**src/rtl/pc_gen.sv**
```systemverilog
// Fetch program-counter generator: boot/run/halt sequencing, prioritised redirects and misalignment trap.
// Define PC_C_EXT_EN to enable 16-bit instruction increments and 2-byte target alignment.
module pc_gen #(
  parameter int          XLEN       = 64,
  parameter logic [63:0] RESET_PC   = 64'h80000000,
  parameter int          INST_BYTES = 4
) (
  input  logic            clk,
  input  logic            rst_n,
  input  logic            halt_req,
  input  logic            trap_valid,
  input  logic [XLEN-1:0] trap_pc,
  input  logic            jalr_valid,
  input  logic [XLEN-1:0] jalr_pc,
  input  logic            br_valid,
  input  logic [XLEN-1:0] br_pc,
  input  logic            is_c,
  input  logic            pc_ready,
  output logic            pc_valid,
  output logic [XLEN-1:0] pc,
  output logic            flush,
  output logic            misalign_err,
  output logic [XLEN-1:0] misalign_addr,
  output logic [1:0]      state
);

  localparam logic [XLEN-1:0] RST_PC = RESET_PC[XLEN-1:0];

  typedef enum logic [1:0] {
    BOOT = 2'd0,
    RUN  = 2'd1,
    HALT = 2'd2
  } state_t;

  state_t          state_q, state_d;
  logic [XLEN-1:0] pc_q, pc_d, addr_q, addr_d;
  logic            flush_q, flush_d, err_q, err_d;
  logic [XLEN-1:0] target, incr;
  logic            redirect, misaligned;

  // Redirect target selection by priority; jalr always drops bit 0.
  always_comb begin
    redirect = trap_valid | jalr_valid | br_valid;
    if (trap_valid)
      target = trap_pc;
    else if (jalr_valid)
      target = {jalr_pc[XLEN-1:1], 1'b0};
    else
      target = br_pc;
  end

`ifdef PC_C_EXT_EN
  assign misaligned = target[0];
  assign incr       = is_c ? XLEN'(2) : XLEN'(INST_BYTES);
`else
  logic unused_is_c;
  assign unused_is_c = is_c;
  assign misaligned  = |target[1:0];
  assign incr        = XLEN'(INST_BYTES);
`endif

  always_comb begin
    state_d = state_q;
    pc_d    = pc_q;
    addr_d  = addr_q;
    flush_d = 1'b0;
    err_d   = 1'b0;
    case (state_q)
      BOOT: state_d = RUN;
      RUN: begin
        // Halt wins over any redirect; a bad target also parks the core.
        if (halt_req) begin
          state_d = HALT;
        end else if (redirect) begin
          if (misaligned) begin
            err_d   = 1'b1;
            addr_d  = target;
            state_d = HALT;
          end else begin
            pc_d    = target;
            flush_d = 1'b1;
          end
        end else if (pc_ready) begin
          pc_d = pc_q + incr;
        end
      end
      default: state_d = HALT;
    endcase
  end

  always_ff @(posedge clk or negedge rst_n) begin
    if (!rst_n) begin
      state_q <= BOOT;
      pc_q    <= RST_PC;
      addr_q  <= '0;
      flush_q <= 1'b0;
      err_q   <= 1'b0;
    end else begin
      state_q <= state_d;
      pc_q    <= pc_d;
      addr_q  <= addr_d;
      flush_q <= flush_d;
      err_q   <= err_d;
    end
  end

  assign pc_valid      = (state_q == RUN);
  assign pc            = pc_q;
  assign flush         = flush_q;
  assign misalign_err  = err_q;
  assign misalign_addr = addr_q;
  assign state         = state_q;

endmodule

```
**config.mk**
```make
export PLATFORM = sky130hd
export DESIGN_NAME = pc_gen
export DESIGN_NICKNAME = d
export VERILOG_FILES = /design/src/rtl/pc_gen.sv
export SDC_FILE = /design/constraint.sdc
export NUM_CORES = 1
export LEC_CHECK = 0
export CAP_MARGIN = 20
export CORE_ASPECT_RATIO = 1.25
export CORE_MARGIN = 10
export CORE_UTILIZATION = 25
export DETAILED_ROUTE_END_ITERATION = 10
export PLACE_DENSITY = 0.63
export SYNTH_ARGS = -nofsm -noshare
export SYNTH_HDL_FRONTEND = slang
export SYNTH_SLANG_ARGS = --single-unit
export TNS_END_PERCENT = 20
```
**constraint.sdc**
```tcl
create_clock -name clk -period 2.5 [get_ports clk]
set_input_delay 0.5 -clock clk [delete_from_list [all_inputs] [get_ports clk]]
set_output_delay 0.5 -clock clk [all_outputs]
set_load 0.01 [all_outputs]
```
==> impl_metrics.py, run 1 <==
metrics = {
    "final_layout": {
        "diodes": 0,
        "instances_no_fill": 1741,
        "final_nets": 1510,
        "drive_above_1_share_pct": 13.7,
        "syn_to_final_growth_pct": 57.8,
    },
    "clock_tree": {
        "clkTransAtPathRegs_ns": 0.06,
        "cts-root-buf": "clkbuf_16",
        "clockBufferDepth": 2,
        "clkLatencyLatePin_ns": 0.43,
        "cts_buffers": 17,
        "htreeDepth": 4,
        "post_cts_resized": 0,
        "hold_buffers": 0,
        "cts_tree": "yes",
        "cts_num_sinks": 132,
        "cts_setup_buffers": 0,
    },
    "place": {
        "place_ws_ns": -0.129,
        "io_buffers": 330,
        "place.gp.congestion": 0.927,
        "dpl.cell_count": 1713,
        "dp_hpwl_um": 29000,
    },
    "floorplanning": {
        "die_h_um": 225,
        "die_w_um": 184,
        "core-area_um2": 33400,
        "initial_utilization_pct": 25.2,
        "top_level_ports": 333,
        "num_rows": 75,
        "die_area_um2": 41500,
    },
    "critical_path": {
        "crit_path_max_fanout": 7,
        "arrival_ns": 2.64,
        "cp.required_ns": 2.81,
        "rr_endpoint": "pc[58]$_DFFE_PN0P_",
        "timing.rr.start": "pc[2]$_DFFE_PN0P_",
        "startpoint_type": "register",
        "r2r_slack_ns": 0.17,
        "cp_slowest_cell": "or4_1",
        "reg2regPathDepth": 6,
        "path_cells": "ha_1 -> and4_1 -> nand4_2 -> or4_1 -> o311ai_2 -> nand3_1",
        "end_kind": "register",
        "critical_path_class": "reg -> reg",
        "max_stage_delay_ns": 0.77,
    },
    "power_and_ir_drop": {
        "p_per_area_nw_per_um2": 575,
        "peakVddDrop_uv": 274,
        "power.leakage_nw": 5.37,
        "power_mw": 7.65,
    },
    "synthesis": {
        "synth.avg_cell_area_um2": 8.82,
        "synthAdderAreaFrac_pct": 0.149,
        "yosys.area_share.xor_xnor_pct": 0,
        "synthesis.instances": 955,
        "synthFlopType": "dfrtp_1",
        "ys_ff_latch": 132,
        "synth_seq_area_share_pct": 39.2,
        "yosysTopAreaCellShare_pct": 38.9,
        "synth_area_leaders": "dfrtp_1, mux2i_1, mux2_2, nand2_1, o21ai_0",
        "synth_cell_type_count": 66,
        "synth_edf_count": 0,
        "synth_top_family_by_area": "simple AND/OR/NAND/NOR gates",
        "syn_area_um2": 8420,
        "synth_compound_area_share_pct": 18.2,
        "synth_fp_nets": 1156,
        "post-synth-top-count-cell": "dfrtp_1",
        "synthArstFlopShare_pct": 100,
        "synth_simple_gate_area_share_pct": 23.4,
        "yosys-mux-area-fraction_pct": 14.6,
        "yosysWarnings": 0,
        "yosys.area.top_type": "dfrtp_1",
        "synthTopCellsByCount": "dfrtp_1, nand2_1, o21ai_0, mux2i_1, a21oi_1",
    },
    "sta": {
        "fin_crit_sh_pct": 93.3,
        "fin_tns_setup_ns": 0,
        "finalHoldViolCount": 0,
        "period_needed_ns": 2.33,
        "hold_slack_ns": 0.0352,
        "rsz0062_at_grt": "false",
        "setup_ws_ns": 0.168,
        "max_freq_mhz": 429,
        "setup_violations": 0,
        "relSlewSlack_pct": 58.4,
        "finClkSkew_ns": 0.0125,
        "finalMaxSlewViolations": 0,
        "tightestPinTransition_ns": 0.622,
    },
    "grt": {
        "antenna_found_initial": 0,
        "grt_pass1_wl_um": 54600,
        "grt_max_degree": 84,
        "first_global_vias": 9154,
        "grt_remaining_overflow": 0,
        "gr-usage-all-layers_pct": 16.9,
    },
    "detailed_routing": {
        "drt-initial-drc-count": 563,
        "drc": 0,
        "via_per_inst": 5.17,
        "ant_nets": 0,
        "avgRoutedWirePerCell_um": 20.9,
        "drt_pass1_iterations": 5,
        "wl_um": 36300,
        "num_vias": 9008,
    },
    "outcome": {
        "status": "completed",
    },
    "worst_hold_path": {
        "hp-class": "in -> async",
    },
    "job": {
        "cap_violations": 0,
    },
}
==> power breakdown <==
part | internal [mW] | switching, mW | total (mW)
clock | 1.57 | 0.936 | 2.51
sequential | 2.49 | 0.320 | 2.81
combinational | 1.31 | 1.02 | 2.33
total | 5.37 | 2.28 | 7.65
==> worst max-delay path by stage <==
| stage | start | endpoint | cells after the start |
|---|---|---|---|
| finish | pc[2]$_DFFE_PN0P_ | pc[58]$_DFFE_PN0P_ | 6 |
| global route | pc[2]$_DFFE_PN0P_ | pc[58]$_DFFE_PN0P_ | 6 |
| CTS | pc[2]$_DFFE_PN0P_ | pc[58]$_DFFE_PN0P_ | 6 |
| detailed placement | br_valid | pc[54]$_DFFE_PN0P_ | 7 |
| global placement | br_valid | pc[20]$_DFFE_PN0P_ | 7 |
| floorplan | pc[2]$_DFFE_PN0P_ | pc[58]$_DFFE_PN0P_ | 7 |
==> through the flow <==
stage,util [%],cell area [µm²]
after floorplan,-,8420
after detailed placement,38.1,12700
after CTS,39.8,13300
after global placement,38.1,12700
final,39.8,13300
after global routing,39.8,13300
==> final cells by class <==
class / instances / area [µm²]
Multi-Input combinational cell: 735 / 4780
Timing Repair Buffer: 412 / 4070
Inverter: 11 / 41.3
Tap cell: 423 / 529
Sequential cell: 132 / 3300
Fill cell: 3379 / 20100
Clock buffer: 23 / 498
Clock inverter: 5 / 75.1
==> placed cells by master, fill, tap and decap left out, drive strengths merged, types with 3 or more instances in the layout <==
cell type      netlist  routed
a211o                5       5
nand3               37      37
clkinv               0       3
mux2i               69      69
and3                12      12
a31oi                5       5
nor3b                4       4
mux2                48      48
or4                 11      11
nand4b               3       3
o21ai               80      80
a2bb2oi             12      12
a21oi               59      59
clkdlybuf4s50        0     327
o211ai               8       8
and2                 9       9
dfrtp              131     131
buf                 41      85
clkbuf              36      23
or3                  9       9
nor4                22      22
o22ai               15      15
a311oi               7       7
o22a                 9       9
nor2b                4       4
o311ai               8       8
a2111oi              3       3
nor3                42      42
a211oi               5       5
inv                 11      11
nor2                42      42
a41oi                3       3
and4                16      16
o21a                 3       3
nand4               36      36
nand2              121     121
a21o                 3       3
==> metal layers <==
| metal | wire, µm | up-vias | GRT usage (%) |
|---|---|---|---|
| met4 | 886 | 0 | 5.98 |
| met2 | 17600 | 346 | 28.7 |
| met3 | 2610 | 44 | 4.55 |
| met1 | 15200 | 4309 | 20.1 |
| li1 | - | 4309 | - |
| met5 | 0 | - | 0 |
==> cell families (layout without fill, tap and decap cells) <==
kind of cell    Yosys count  count (layout)
flops                   132             132
mux                     117             117
compound gates          242             242
fa+ha+maj                 1               1
simple gates            375             375
buf+inv                  88             451
==> registers in the layout, indices dropped and copies added, names as in the netlist <==
register / count
state: 2
pc: 64
misalign_addr: 64
flush: 1
misalign_err: 1
==> critical path, delay by kind of cell, from the launching register on <==
family,cells,cell delay (ns)
flops,1,0.34
simple gates,4,1.33
compound gates,1,0.33
fa+ha+maj,1,0.20
Note: power is estimated with default switching activity, not from simulation.
==> run 2, diff against run 1 <==
Settings changed: CAP_MARGIN 20 to 0.
==> results of run 2 <==
Final layout, timing and power as in run 1 (identical DEF).
==> run 3, diff against run 2 <==
Settings changed: CELL_PAD_IN_SITES_DETAIL_PLACEMENT set to 0, CELL_PAD_IN_SITES_GLOBAL_PLACEMENT set to 1, PLACE_DENSITY 0.63 to 0.78.
==> run 3 against run 2 <==
Compared with the run above: die area is the same; clock-buffer cell count unchanged; sequential share of layout area fell by 0.32 points; clock skew fell by 0.0052 ns.
==> impl_metrics.py, run 3 (synthesized netlist as in run 1, its figures left out) <==
metrics = {
    "critical_path": {
        "r2r_slack_ns": 0.20,
        "path_cells": "ha_1 -> and4_1 -> nand4_2 -> or4_1 -> o311ai_2 -> nand3_1",
        "startpoint_type": "register",
        "cp-startpoint": "pc[2]$_DFFE_PN0P_",
        "critical_path_class": "reg -> reg",
        "end_kind": "register",
        "max_stage_delay_ns": 0.75,
        "cp.required_ns": 2.82,
        "crit_path_max_fanout": 7,
        "cp_slowest_cell": "or4_1",
        "timing.rr.start": "pc[2]$_DFFE_PN0P_",
        "arrival_ns": 2.62,
    },
    "grt": {
        "gr-usage-all-layers_pct": 17.2,
        "grt_pass1_wl_um": 55300,
        "use_met2_pct": 28.3,
        "met3_usage_pct": 5.56,
        "use_met1_pct": 20.7,
        "grt_remaining_overflow": 0,
        "grt_max_degree": 77,
        "busiest_layer": "met2",
        "antenna_found_initial": 0,
        "first_global_vias": 9186,
    },
    "sta": {
        "tightestPinTransition_ns": 0.793,
        "rsz0062_at_grt": "false",
        "finalHoldViolCount": 0,
        "finClkSkew_ns": 0.00731,
        "relSlewSlack_pct": 47.0,
        "finalMaxSlewViolations": 0,
        "setup_violations": 0,
        "setup_ws_ns": 0.196,
        "fin_tns_setup_ns": 0,
        "fin_crit_sh_pct": 92.2,
        "period_needed_ns": 2.30,
        "max_freq_mhz": 434,
        "hold_slack_ns": 0.0633,
    },
    "worst_hold_path": {
        "hp-class": "in -> async",
    },
    "clock_tree": {
        "htreeDepth": 4,
        "cts_tree": "yes",
        "cts_num_sinks": 132,
        "hold_buffers": 0,
        "cts_setup_buffers": 0,
        "clkTransAtPathRegs_ns": 0.06,
        "cts-root-buf": "clkbuf_16",
        "cts_buffers": 17,
        "clockBufferDepth": 2,
        "post_cts_resized": 0,
        "clkLatencyLatePin_ns": 0.44,
    },
    "final_layout": {
        "diodes": 0,
        "fill_cells": 3388,
        "final_common_cell": "clkdlybuf4s50_1",
        "drive_above_1_share_pct": 14.2,
        "syn_to_final_growth_pct": 59.9,
        "final_util_pct": 40.3,
        "final_nets": 1516,
        "mostFrequentLayoutCells": "clkdlybuf4s50_1, dfrtp_1, nand2_1",
        "instances_no_fill": 1751,
        "fin_area_um2": 13500,
    },
    "power_and_ir_drop": {
        "p_comb_share_pct": 28.9,
        "p_sw_share_pct": 28.6,
        "p_clk_share_pct": 36.3,
        "power.leakage_nw": 5.46,
        "p_sw_mw": 2.31,
        "peakVddDrop_uv": 278,
        "power_frac_seq_pct": 34.8,
        "intPower_mw": 5.75,
        "power_mw": 8.06,
        "p_per_area_nw_per_um2": 598,
    },
    "floorplanning": {
        "initial_utilization_pct": 25.2,
        "die_area_um2": 41500,
        "num_rows": 75,
        "core-area_um2": 33400,
        "top_level_ports": 333,
        "die_w_um": 184,
        "die_h_um": 225,
    },
    "job": {
        "cap_violations": 0,
    },
    "place": {
        "place.gp.congestion": 0.902,
        "dpl.cell_count": 1719,
        "place_ws_ns": -0.0389,
        "dpl_cell_area_um2": 12800,
        "dp_hpwl_um": 29100,
        "io_buffers": 330,
    },
    "detailed_routing": {
        "wl_um": 36400,
        "ant_nets": 0,
        "avgRoutedWirePerCell_um": 20.8,
        "num_vias": 9034,
        "via_per_inst": 5.16,
        "drc": 0,
        "drt-initial-drc-count": 614,
        "drt_pass1_iterations": 5,
    },
    "outcome": {
        "status": "completed",
    },
}
[run 3: layout make-up]
| type | count | area [µm²] | area share [%] |
|---|---|---|---|
| well taps | 423 | 529 | 3.93 |
| inverters | 11 | 41.3 | 0.307 |
| repair buffers | 418 | 4140 | 30.7 |
| flip-flops and latches | 132 | 3300 | 24.5 |
| clock inverters | 9 | 198 | 1.47 |
| multi-input cells | 735 | 4780 | 35.5 |
| clock buffers | 23 | 478 | 3.55 |
[run 3: metal layers]
metal	share of wire [%]	vias up
li1	-	4328
met1	42	4315
met2	47	353
met3	8.1	38
met4	2.4	0
met5	0	-
[run 3: final timing paths]
check,cells past startpoint,to
max,6,pc[58]$_DFFE_PN0P_
min,1,misalign_addr[48]$_DFFE_PN0P_
max reg2reg,6,pc[58]$_DFFE_PN0P_
min reg2reg,2,misalign_addr[8]$_DFFE_PN0P_
max in group asynchronous,2,pc[31]$_DFFE_PN1P_
min in group clk,2,misalign_addr[8]$_DFFE_PN0P_
[run 3: power by group through the flow]
stage	Clock (mW)	Combinational, mW	Sequential (mW)
after floorplan	0	0.666	2.97
after global placement	0	2.35	2.82
after detailed placement	0	2.37	2.84
after CTS	2.99	2.37	2.81
after global routing	3.09	2.54	2.86
final	2.92	2.33	2.81
[run 3: critical path: cells and delay by family, from the launching register on]
kind                       cells  cell delay [ns]
and+or+nand+nor                4             1.26
DFF                            1             0.35
AOI/OAI and AO/OA              1             0.32
adders and majority gates      1             0.25
